--- config.mk ---
export PLATFORM = sky130hd
export DESIGN_NAME = dma_rd_responder
export DESIGN_NICKNAME = d
export VERILOG_FILES = /design/src/rtl/dma_rd_responder.sv
export SDC_FILE = /design/constraint.sdc
export NUM_CORES = 1
export LEC_CHECK = 0
export BUFFER_PORTS_ARGS = -buffer_cell sky130_fd_sc_hd__buf_4
export CAP_MARGIN = 25
export CORE_ASPECT_RATIO = 0.5
export CORE_UTILIZATION = 35
export DETAILED_ROUTE_END_ITERATION = 16
export SLEW_MARGIN = 20
export SYNTH_ARGS = -nofsm -noshare
export SYNTH_HDL_FRONTEND = slang
export SYNTH_SLANG_ARGS = --single-unit
--- constraint.sdc ---
create_clock -name clk -period 2.2 [get_ports clk]
set_input_delay 0.33 -clock clk [delete_from_list [all_inputs] [get_ports clk]]
set_output_delay 0.33 -clock clk [all_outputs]
set_load 0.02 [all_outputs]
--- src/rtl/dma_rd_responder.sv ---
// Memory-side responder for the DMA read engine's descriptor and data fetch protocol.
// Optional build macro DMA_RSP_BSWAP_EN byte-swaps every returned dword.
module dma_rd_responder #(
  parameter int MEM_AW  = 10,
  parameter int ACK_DLY = 1
) (
  input  logic              clk,
  input  logic              rstb,
  input  logic              fetch_descp,
  input  logic [31:0]       addr_descp,
  input  logic [7:0]        length_descp,
  output logic              ack_fetch_descp,
  output logic              descpdata_valid,
  output logic [31:0]       descp_dword0,
  output logic [31:0]       descp_dword1,
  output logic [31:0]       descp_dword2,
  output logic [31:0]       descp_dword3,
  input  logic              fetch_data,
  input  logic [31:0]       addr_data,
  input  logic [7:0]        length_data,
  output logic              ack_fetch_data,
  output logic [31:0]       datafifo_wrdata,
  output logic              datafifo_datavalid,
  input  logic              rsp_stall,
  output logic              mem_rden,
  output logic [MEM_AW-1:0] mem_addr,
  input  logic [31:0]       mem_rddata,
  output logic              busy
);

  typedef enum logic [2:0] {IDLE, ACKW, DRD, DLAST, DVAL, FRD, FLAST} state_t;

  state_t            state_q, state_d;
  logic              is_data_q, is_data_d;
  logic [MEM_AW-1:0] base_q, base_d;
  logic [6:0]        beats_q, beats_d;
  logic [6:0]        issue_cnt_q, issue_cnt_d;
  logic [1:0]        ret_cnt_q, ret_cnt_d;
  logic [3:0]        dly_q, dly_d;
  logic              ack_descp_q, ack_descp_d;
  logic              ack_data_q, ack_data_d;
  logic              desc_valid_q, desc_valid_d;
  logic              datavalid_q, datavalid_d;
  logic              rvalid_q, rvalid_d;
  logic              mem_rden_q, mem_rden_d;
  logic [MEM_AW-1:0] mem_addr_q, mem_addr_d;
  logic              busy_q, busy_d;
  logic [31:0]       dword_q [4];
  logic [31:0]       dword_d [4];

  logic [8:0]        data_len_rnd;
  logic [31:0]       rd_word;
  logic              unused_bits;

  function automatic logic [31:0] ret_fmt(input logic [31:0] w);
`ifdef DMA_RSP_BSWAP_EN
    return {w[7:0], w[15:8], w[23:16], w[31:24]};
`else
    return w;
`endif
  endfunction

  // Descriptor length is fixed at 4 dwords and only dword address bits reach memory.
  assign unused_bits  = ^{length_descp, addr_descp, addr_data};
  assign data_len_rnd = {1'b0, length_data} + 9'd3;
  assign rd_word      = ret_fmt(mem_rddata);

  always_comb begin
    // NOTE: every variable gets a default here so no path leaves it unassigned (no latches).
    state_d      = state_q;
    is_data_d    = is_data_q;
    base_d       = base_q;
    beats_d      = beats_q;
    issue_cnt_d  = issue_cnt_q;
    ret_cnt_d    = ret_cnt_q;
    dly_d        = dly_q;
    ack_descp_d  = 1'b0;
    ack_data_d   = 1'b0;
    desc_valid_d = 1'b0;
    mem_rden_d   = 1'b0;
    mem_addr_d   = mem_addr_q;
    dword_d      = dword_q;
    rvalid_d     = mem_rden_q;
    datavalid_d  = mem_rden_q && is_data_q;

    // Memory data is valid the cycle after each issued read.
    if (rvalid_q && !is_data_q) begin
      dword_d[ret_cnt_q] = rd_word;
      ret_cnt_d          = ret_cnt_q + 2'd1;
    end

    case (state_q)
      IDLE: begin
        if (fetch_descp || fetch_data) begin
          is_data_d   = !fetch_descp;
          base_d      = fetch_descp ? addr_descp[MEM_AW+1:2] : addr_data[MEM_AW+1:2];
          beats_d     = fetch_descp ? 7'd4 : data_len_rnd[8:2];
          dly_d       = 4'(ACK_DLY);
          issue_cnt_d = '0;
          ret_cnt_d   = '0;
          state_d     = ACKW;
        end
      end
      ACKW: begin
        if (dly_q <= 4'd1) begin
          ack_descp_d = !is_data_q;
          ack_data_d  = is_data_q;
          if (!is_data_q)           state_d = DRD;
          else if (beats_q == '0)   state_d = IDLE;
          else                      state_d = FRD;
        end else begin
          dly_d = dly_q - 4'd1;
        end
      end
      DRD, FRD: begin
        if (!rsp_stall) begin
          mem_rden_d  = 1'b1;
          mem_addr_d  = base_q + MEM_AW'(issue_cnt_q);
          issue_cnt_d = issue_cnt_q + 7'd1;
          if (issue_cnt_q == beats_q - 7'd1)
            state_d = (state_q == DRD) ? DLAST : FLAST;
        end
      end
      DLAST: begin
        if (rvalid_q && ret_cnt_q == 2'd3) begin
          desc_valid_d = 1'b1;
          state_d      = DVAL;
        end
      end
      DVAL:    state_d = IDLE;
      // Stay until the last beat is on the output, then release.
      FLAST:   if (!mem_rden_q) state_d = IDLE;
      default: state_d = IDLE;
    endcase

    busy_d = (state_d != IDLE);
  end

  always_ff @(posedge clk or negedge rstb) begin
    if (!rstb) begin
      state_q      <= IDLE;
      is_data_q    <= 1'b0;
      base_q       <= '0;
      beats_q      <= '0;
      issue_cnt_q  <= '0;
      ret_cnt_q    <= '0;
      dly_q        <= '0;
      ack_descp_q  <= 1'b0;
      ack_data_q   <= 1'b0;
      desc_valid_q <= 1'b0;
      datavalid_q  <= 1'b0;
      rvalid_q     <= 1'b0;
      mem_rden_q   <= 1'b0;
      mem_addr_q   <= '0;
      busy_q       <= 1'b0;
      // NOTE: the dword registers are visible outputs, so they are reset like any other flop.
      dword_q      <= '{default: '0};
    end else begin
      // NOTE: non-blocking assignments keep every flop sampling pre-edge values.
      state_q      <= state_d;
      is_data_q    <= is_data_d;
      base_q       <= base_d;
      beats_q      <= beats_d;
      issue_cnt_q  <= issue_cnt_d;
      ret_cnt_q    <= ret_cnt_d;
      dly_q        <= dly_d;
      ack_descp_q  <= ack_descp_d;
      ack_data_q   <= ack_data_d;
      desc_valid_q <= desc_valid_d;
      datavalid_q  <= datavalid_d;
      rvalid_q     <= rvalid_d;
      mem_rden_q   <= mem_rden_d;
      mem_addr_q   <= mem_addr_d;
      busy_q       <= busy_d;
      dword_q      <= dword_d;
    end
  end

  assign ack_fetch_descp    = ack_descp_q;
  assign ack_fetch_data     = ack_data_q;
  assign descpdata_valid    = desc_valid_q;
  assign descp_dword0       = dword_q[0];
  assign descp_dword1       = dword_q[1];
  assign descp_dword2       = dword_q[2];
  assign descp_dword3       = dword_q[3];
  assign datafifo_datavalid = datavalid_q;
  assign datafifo_wrdata    = datavalid_q ? rd_word : 32'h0;
  assign mem_rden           = mem_rden_q;
  assign mem_addr           = mem_addr_q;
  assign busy               = busy_q;

endmodule
# Yosys cells after proc, flatten, opt, wreduce, memory -nomap -nowiden

Index checks and enable logic that the tools add are counted.

Register bits after elaboration: 179
Output and inout port bits: 176
Logic and storage cells: 90

Add/subtract/negate cells: 6
$lt $le $gt $ge: 3
Equality and inequality tests: 10
Mux-type cells: 33
Bitwise gates (word level): 2
Reduce and logical (&&, ||, !) cells: 17

Operators by type and width:

| cell                  | number |
|---|---|
| $bwmux W128           | 1 |
| $demux W32 S2         | 1 |
| $mux W32              | 2 |
| $mux W3               | 9 |
| $mux W7               | 3 |
| $pmux W3 S5           | 1 |
| $pmux W7 S2           | 1 |
| $add A10 B7 Y10       | 1 |
| $mux W10              | 1 |
| $add A8 B2 Y9 const B | 1 |
| $mux W1               | 8 |
| $mux W4               | 2 |
| $pmux W4 S2           | 1 |
| $add A7 B1 Y7 const B | 1 |
| $eq A7 B7 Y1          | 1 |
| $logic_not A7 Y1      | 1 |
| $sub A7 B1 Y7 const B | 1 |
| $eq A3 B2 Y1 const B  | 2 |
| $eq A3 B3 Y1 const B  | 2 |
| $mux W2               | 3 |
| $ne A2 B2 Y1 const B  | 3 |
| $reduce_and A3 Y1     | 2 |
| $le A4 B1 Y1 const B  | 1 |
| $logic_and A1 B1 Y1   | 4 |
| other kinds (15)      | 18 |

# Longest topological paths before layout

Depth after elaboration: 6
Depth in mapped cells: 9
Gate-level depth less buffers: 9

# Worst setup path before layout

Ideal clock, no wire load.

Kind: flip-flop to flip-flop
From: register beats_q[0]
To: register state_q[0]
Library setup time: 0.120 ns
Data arrival time: 1.843 ns
Required time: 2.080 ns
Setup slack: 0.237 ns
Cell stages (with the launch flop): 8
Buffers on the path: 0
Clock period less this slack: 1.963 ns
Path through: dfrtp_1 -> inv_1 -> ha_1 -> nor3b_1 -> xnor2_1 -> nand2_1 -> or4_1 -> a41o_1

Longest elaborated chain between the ends: 5
Elaborated cells on any way between the ends: 9
Those cells by class: add/sub (1); eq/ne (1); mux (6); reduce/logical (1)

Ends and longest elaborated chain:

| item                                                     | RTL line | text |
|---|---|---|
| from (decl)                                              | 36       | `logic [6:0] beats_q, beats_d;` |
| from (signal assigned)                                   | 163      | `beats_q <= beats_d;` |
| $sub A7 B1 Y7 / $logic_not A7 Y1 (equally long branches) | 120, 109 |  |
| $eq A7 B7 Y1 / $mux W3 (equally long branches)           | 120, 109 |  |
| $mux W3, on equally long branches                        | 120, 108 |  |
| $mux W3, on equally long branches                        | 116, 105 |  |
| $pmux W3 S5 (*)                                          | 92       | `case (state_q)` |
| named net state_d[0]                                     | 33       | `state_t state_q, state_d;` |
| to (signal assigned)                                     | 160      | `state_q <= state_d;` |
| to (decl)                                                | 33       |  |

The timed path passes the listed nets; every way through them passes the cells marked *.
A chain may end at the register's enable or synchronous reset.

# Final worst setup path

From: register beats_q[1]
To: register state_q[0]

Same word-level chain as after synthesis.

==> out/metrics.csv <==
stage;metric;value;unit
status;run status;finished, final reports clean;
synthesis;post-synthesis sequential element count;179;
worst_setup_path;start-to-end type of the worst setup path;reg -> reg;
worst_setup_path;Critical Path Source Type;flip-flop;
synthesis;Avg Cell Area, Syn;12.9;sq um
floorplan;DIE HEIGHT;107;um
synthesis;post-synth top area share;0.578;
finish;Area growth syn-to-layout;37.7;%
timing;final worst-path cycle share;0.941;
power_and_ir_drop;NetSw;0.00610;W
power_and_ir_drop;share of total power in sequential cells;0.354;
worst_setup_path;cell at the slowest stage of the critical path;sky130_fd_sc_hd__or4_1;
timing;worst-margin pin slew;0.522;ns
clocking;depth of the CTS H-tree;4;
routing;first-pass iteration count of the detailed router;4;
clocking;post-cts gate resize count;0;
clocking;CTS Buf Count;17;
finish;post-route non-filler standard cell count;1169;
routing;total wirelength of the detailed-routed design;18.4;mm
place;Port Buffer Count;240;
hold_path;worst hold path startpoint;mem_rddata[0];
power_and_ir_drop;combinational share of power;0.452;
hold_path;worst hold path stage count;2;
global_route;number of antenna violations at the first check in global routing;0;
clocking;clock-pin slew on the worst setup and hold paths;0.07;ns
timing;number of max-slew violations in the final report;0;
worst_setup_path;required time of the worst setup path;2.51;ns
worst_setup_path;critical path arrival;2.38;ns
timing;shortest period the worst path allows;2.07;ns
routing;routed wirelength normalized by instance count;15.8;um
global_route;global-route total usage across every layer;0.167;
synthesis;synthesized area;7750;sq um
finish;count of antenna diodes in the layout;0;
synthesis;EDFF count, synth;0;
synthesis;number of different library cells in the post-synthesis netlist;46;
clocking;Sink Count;179;
routing;drt initial violations;251;
power_and_ir_drop;clock network power share;0.194;
worst_setup_path;dominant delay contributor by cell family on the critical path;simple AND/OR/NAND/NOR gates;
place;HPWL after detailed placement;13.3;mm
place;GP Congestion;0.777;
clocking;Clock Path Buffers;2;
clocking;clock root cell;sky130_fd_sc_hd__clkbuf_16;
floorplan;die area;22800;sq um
synthesis;list of most frequent post-synthesis cells;sky130_fd_sc_hd__dfrtp_1, sky130_fd_sc_hd__mux2_2, sky130_fd_sc_hd__nand2_1, sky130_fd_sc_hd__and2_1, sky130_fd_sc_hd__o21ai_0;
synthesis;Yosys warning total;0;
power_and_ir_drop;pwr dens;1540;nW/um^2
routing;ratio of routed vias to standard cells;4.62;
timing;hold violation total from the final report;0;
global_route;first-pass GRT wire length;29.4;mm
hold_path;end point of the worst hold path;descp_dword1[0];
synthesis;fraction of synthesis flops using an asynchronous set or reset pin;1.00;
timing;# setup viols final;0;
floorplan;starting density of the core;0.358;
synthesis;ranking of synthesized cells by area;sky130_fd_sc_hd__dfrtp_1, sky130_fd_sc_hd__mux2_2, sky130_fd_sc_hd__and2_1;
global_route;GRT overflow;0;
floorplan;IO Pins;293;
synthesis;net count of the mapped netlist;736;
floorplan;floorplan row count;38;
power_and_ir_drop;largest vdd supply drop;525;uV
power_and_ir_drop;total chip power;0.0164;W
timing;setup_tns;0;ns
worst_setup_path;worst r2r dst;state_q[0];
worst_setup_path;sum of buffers and inverters on the critical path;1;
routing;Post-DRT Antenna Nets;0;
job;maximum capacitance violations;0;
floorplan;Core Box Area;21700;sq um
timing;top achievable clock speed;483;MHz
synthesis;area leader, netlist;sky130_fd_sc_hd__dfrtp_1;
hold_path;Hold Crit Class;in -> reg;
synthesis;prevailing post-synth register cell;sky130_fd_sc_hd__dfrtp_1;
synthesis;Cells after Synth;602;
worst_setup_path;Crit Path Max Fanout;4;
floorplan;chip width;213;um
global_route;via count of the first global-routing pass;5448;
finish;ratio of cells with drive above 1 in the final layout;0.495;
timing;Max-Slew Margin vs Limit;0.652;
clocking;worst-skew pair later-pin latency;0.42;ns
power_and_ir_drop;switching power share of the total;0.372;
worst_setup_path;CP peak stage delay;0.53;ns
global_route;largest net degree at the start of global routing;60;
worst_setup_path;setup slack on the worst flop-to-flop path;0.13;ns
worst_setup_path;Reg-to-Reg Start;beats_q[1];
routing;DRC violation count after routing;0;
worst_setup_path;depth of the worst register-to-register path;7;
timing;final worst clock skew;0.00681;ns
worst_setup_path;worst-path cell chain;inv_1 -> ha_1 -> nor3b_1 -> xnor2_1 -> nand2_1 -> or4_1 -> a41o_1;
finish;number of nets in the finished design;990;
timing;worst hold margin;0.169;ns
power_and_ir_drop;static power due to leakage;5.08;nW
place;cell total after placement;1136;
power_and_ir_drop;cell-internal power;0.0103;W
worst_setup_path;Critical Path End Type;flip-flop;
timing;RSZ-0062 raised after global routing;no;
routing;via total after detailed routing;5406;
synthesis;sequential element share of the synthesized area;0.578;
synthesis;leading cell type by number of instances after synthesis;sky130_fd_sc_hd__dfrtp_1;
clocking;clock tree from TritonCTS;built;
-- worst reg2reg max path: stages, from the launching register on --
cell,delay [ns]
sky130_fd_sc_hd__dfrtp_1,0.38
sky130_fd_sc_hd__inv_1,0.12
sky130_fd_sc_hd__ha_1,0.21
sky130_fd_sc_hd__nor3b_1,0.25
sky130_fd_sc_hd__xnor2_1,0.15
sky130_fd_sc_hd__nand2_1,0.06
sky130_fd_sc_hd__or4_1,0.53
sky130_fd_sc_hd__a41o_1,0.27
-- per-layer routing --
layer  up-vias  track usage  routed length, um  part of all wire
met2        86        0.293               9560              0.52
li1       2606            -                  -                 -
met5         -            0                  0                 0
met1      2696        0.208               8070              0.44
met4         0       0.0550                264             0.014
met3        18       0.0333                519             0.028
-- logic make-up after synthesis --
family / Yosys count / share of synthesized area
AO/OA/AOI/OAI: 60 / 0.0469
XOR/XNOR: 27 / 0.0305
adder cells (fa/ha/maj): 17 / 0.0284
buffers and inverters: 40 / 0.0231
flip-flops: 179 / 0.578
multiplexers: 140 / 0.201
AND/OR/NAND/NOR: 139 / 0.0921
-- state kept, by name (all words and copies together), names as in the netlist --
register	flops
descp_dword2	32
descp_dword3	32
mem_addr	10
descpdata_valid	1
beats_q	7
ack_fetch_data	1
mem_rden	1
descp_dword0	32
is_data_q	1
datafifo_datavalid	1
rvalid_q	1
issue_cnt_q	7
state_q	3
ret_cnt_q	2
dly_q	4
busy	1
ack_fetch_descp	1
descp_dword1	32
base_q	10
-- metrics by stage --
stage / util / cell area (sq um) / setup WS (ns)
after floorplan: - / 7750 / 0.237
after detailed placement: 0.463 / 10000 / 0.122
after CTS: 0.492 / 10700 / 0.119
final: 0.492 / 10700 / 0.131
after global placement: 0.463 / 10000 / 0.171
after global routing: 0.492 / 10700 / 0.00430
-- worst max-delay path by stage --
stage | endpoint | from | depth (start not counted) | slack [ns]
2_1_floorplan | state_q[0] | beats_q[0] | 7 | 0.24
3_3_place_gp | state_q[0] | beats_q[1] | 7 | 0.17
3_5_place_dp | state_q[0] | beats_q[1] | 7 | 0.12
4_1_cts | state_q[0] | beats_q[1] | 7 | 0.12
5_1_grt | state_q[0] | beats_q[1] | 8 | 0.004
6_report | state_q[0] | beats_q[1] | 7 | 0.13
-- placed cells by master (no fill, tap or decap), types with 12 or more instances in the layout --
cell type                     n
sky130_fd_sc_hd__ha_1        16
sky130_fd_sc_hd__xnor2_1     12
sky130_fd_sc_hd__nor2_1      21
sky130_fd_sc_hd__nand2_1     43
sky130_fd_sc_hd__mux2_2     128
sky130_fd_sc_hd__and2_1      33
sky130_fd_sc_hd__mux2i_1     12
sky130_fd_sc_hd__buf_4      255
sky130_fd_sc_hd__inv_1       12
sky130_fd_sc_hd__clkbuf_16   17
sky130_fd_sc_hd__dfrtp_1    179
sky130_fd_sc_hd__o21ai_0     28
sky130_fd_sc_hd__xor2_1      15
-- power by group through the flow --
stage / combinational (W) / clock, W / sequential (W)
6_report: 0.00741 / 0.00319 / 0.00580
5_1_grt: 0.00795 / 0.00341 / 0.00603
4_1_cts: 0.00752 / 0.00328 / 0.00582
3_5_place_dp: 0.00750 / 0 / 0.00588
3_3_place_gp: 0.00742 / 0 / 0.00579
2_1_floorplan: 0.00266 / 0 / 0.00735
-- what timing repair did --
| item | in CTS | in global routing |
|---|---|---|
| endpoints found under the hold margin | 53 | 0 |
| hold buffers | 1 | 0 |
| buffers inserted | 0 | 0 |
| setup endpoints to repair | 0 | 0 |
-- area by class of cell --
class / instances / area [sq um]
clock inverters: 11 / 151
multi-input cells: 383 / 3110
repair buffers: 262 / 2040
flip-flops and latches: 179 / 4480
clock buffers: 21 / 470
inverters: 13 / 50.0
fillers: 1940 / 11000
well taps: 300 / 375
Power figures use the tool's default switching activity.
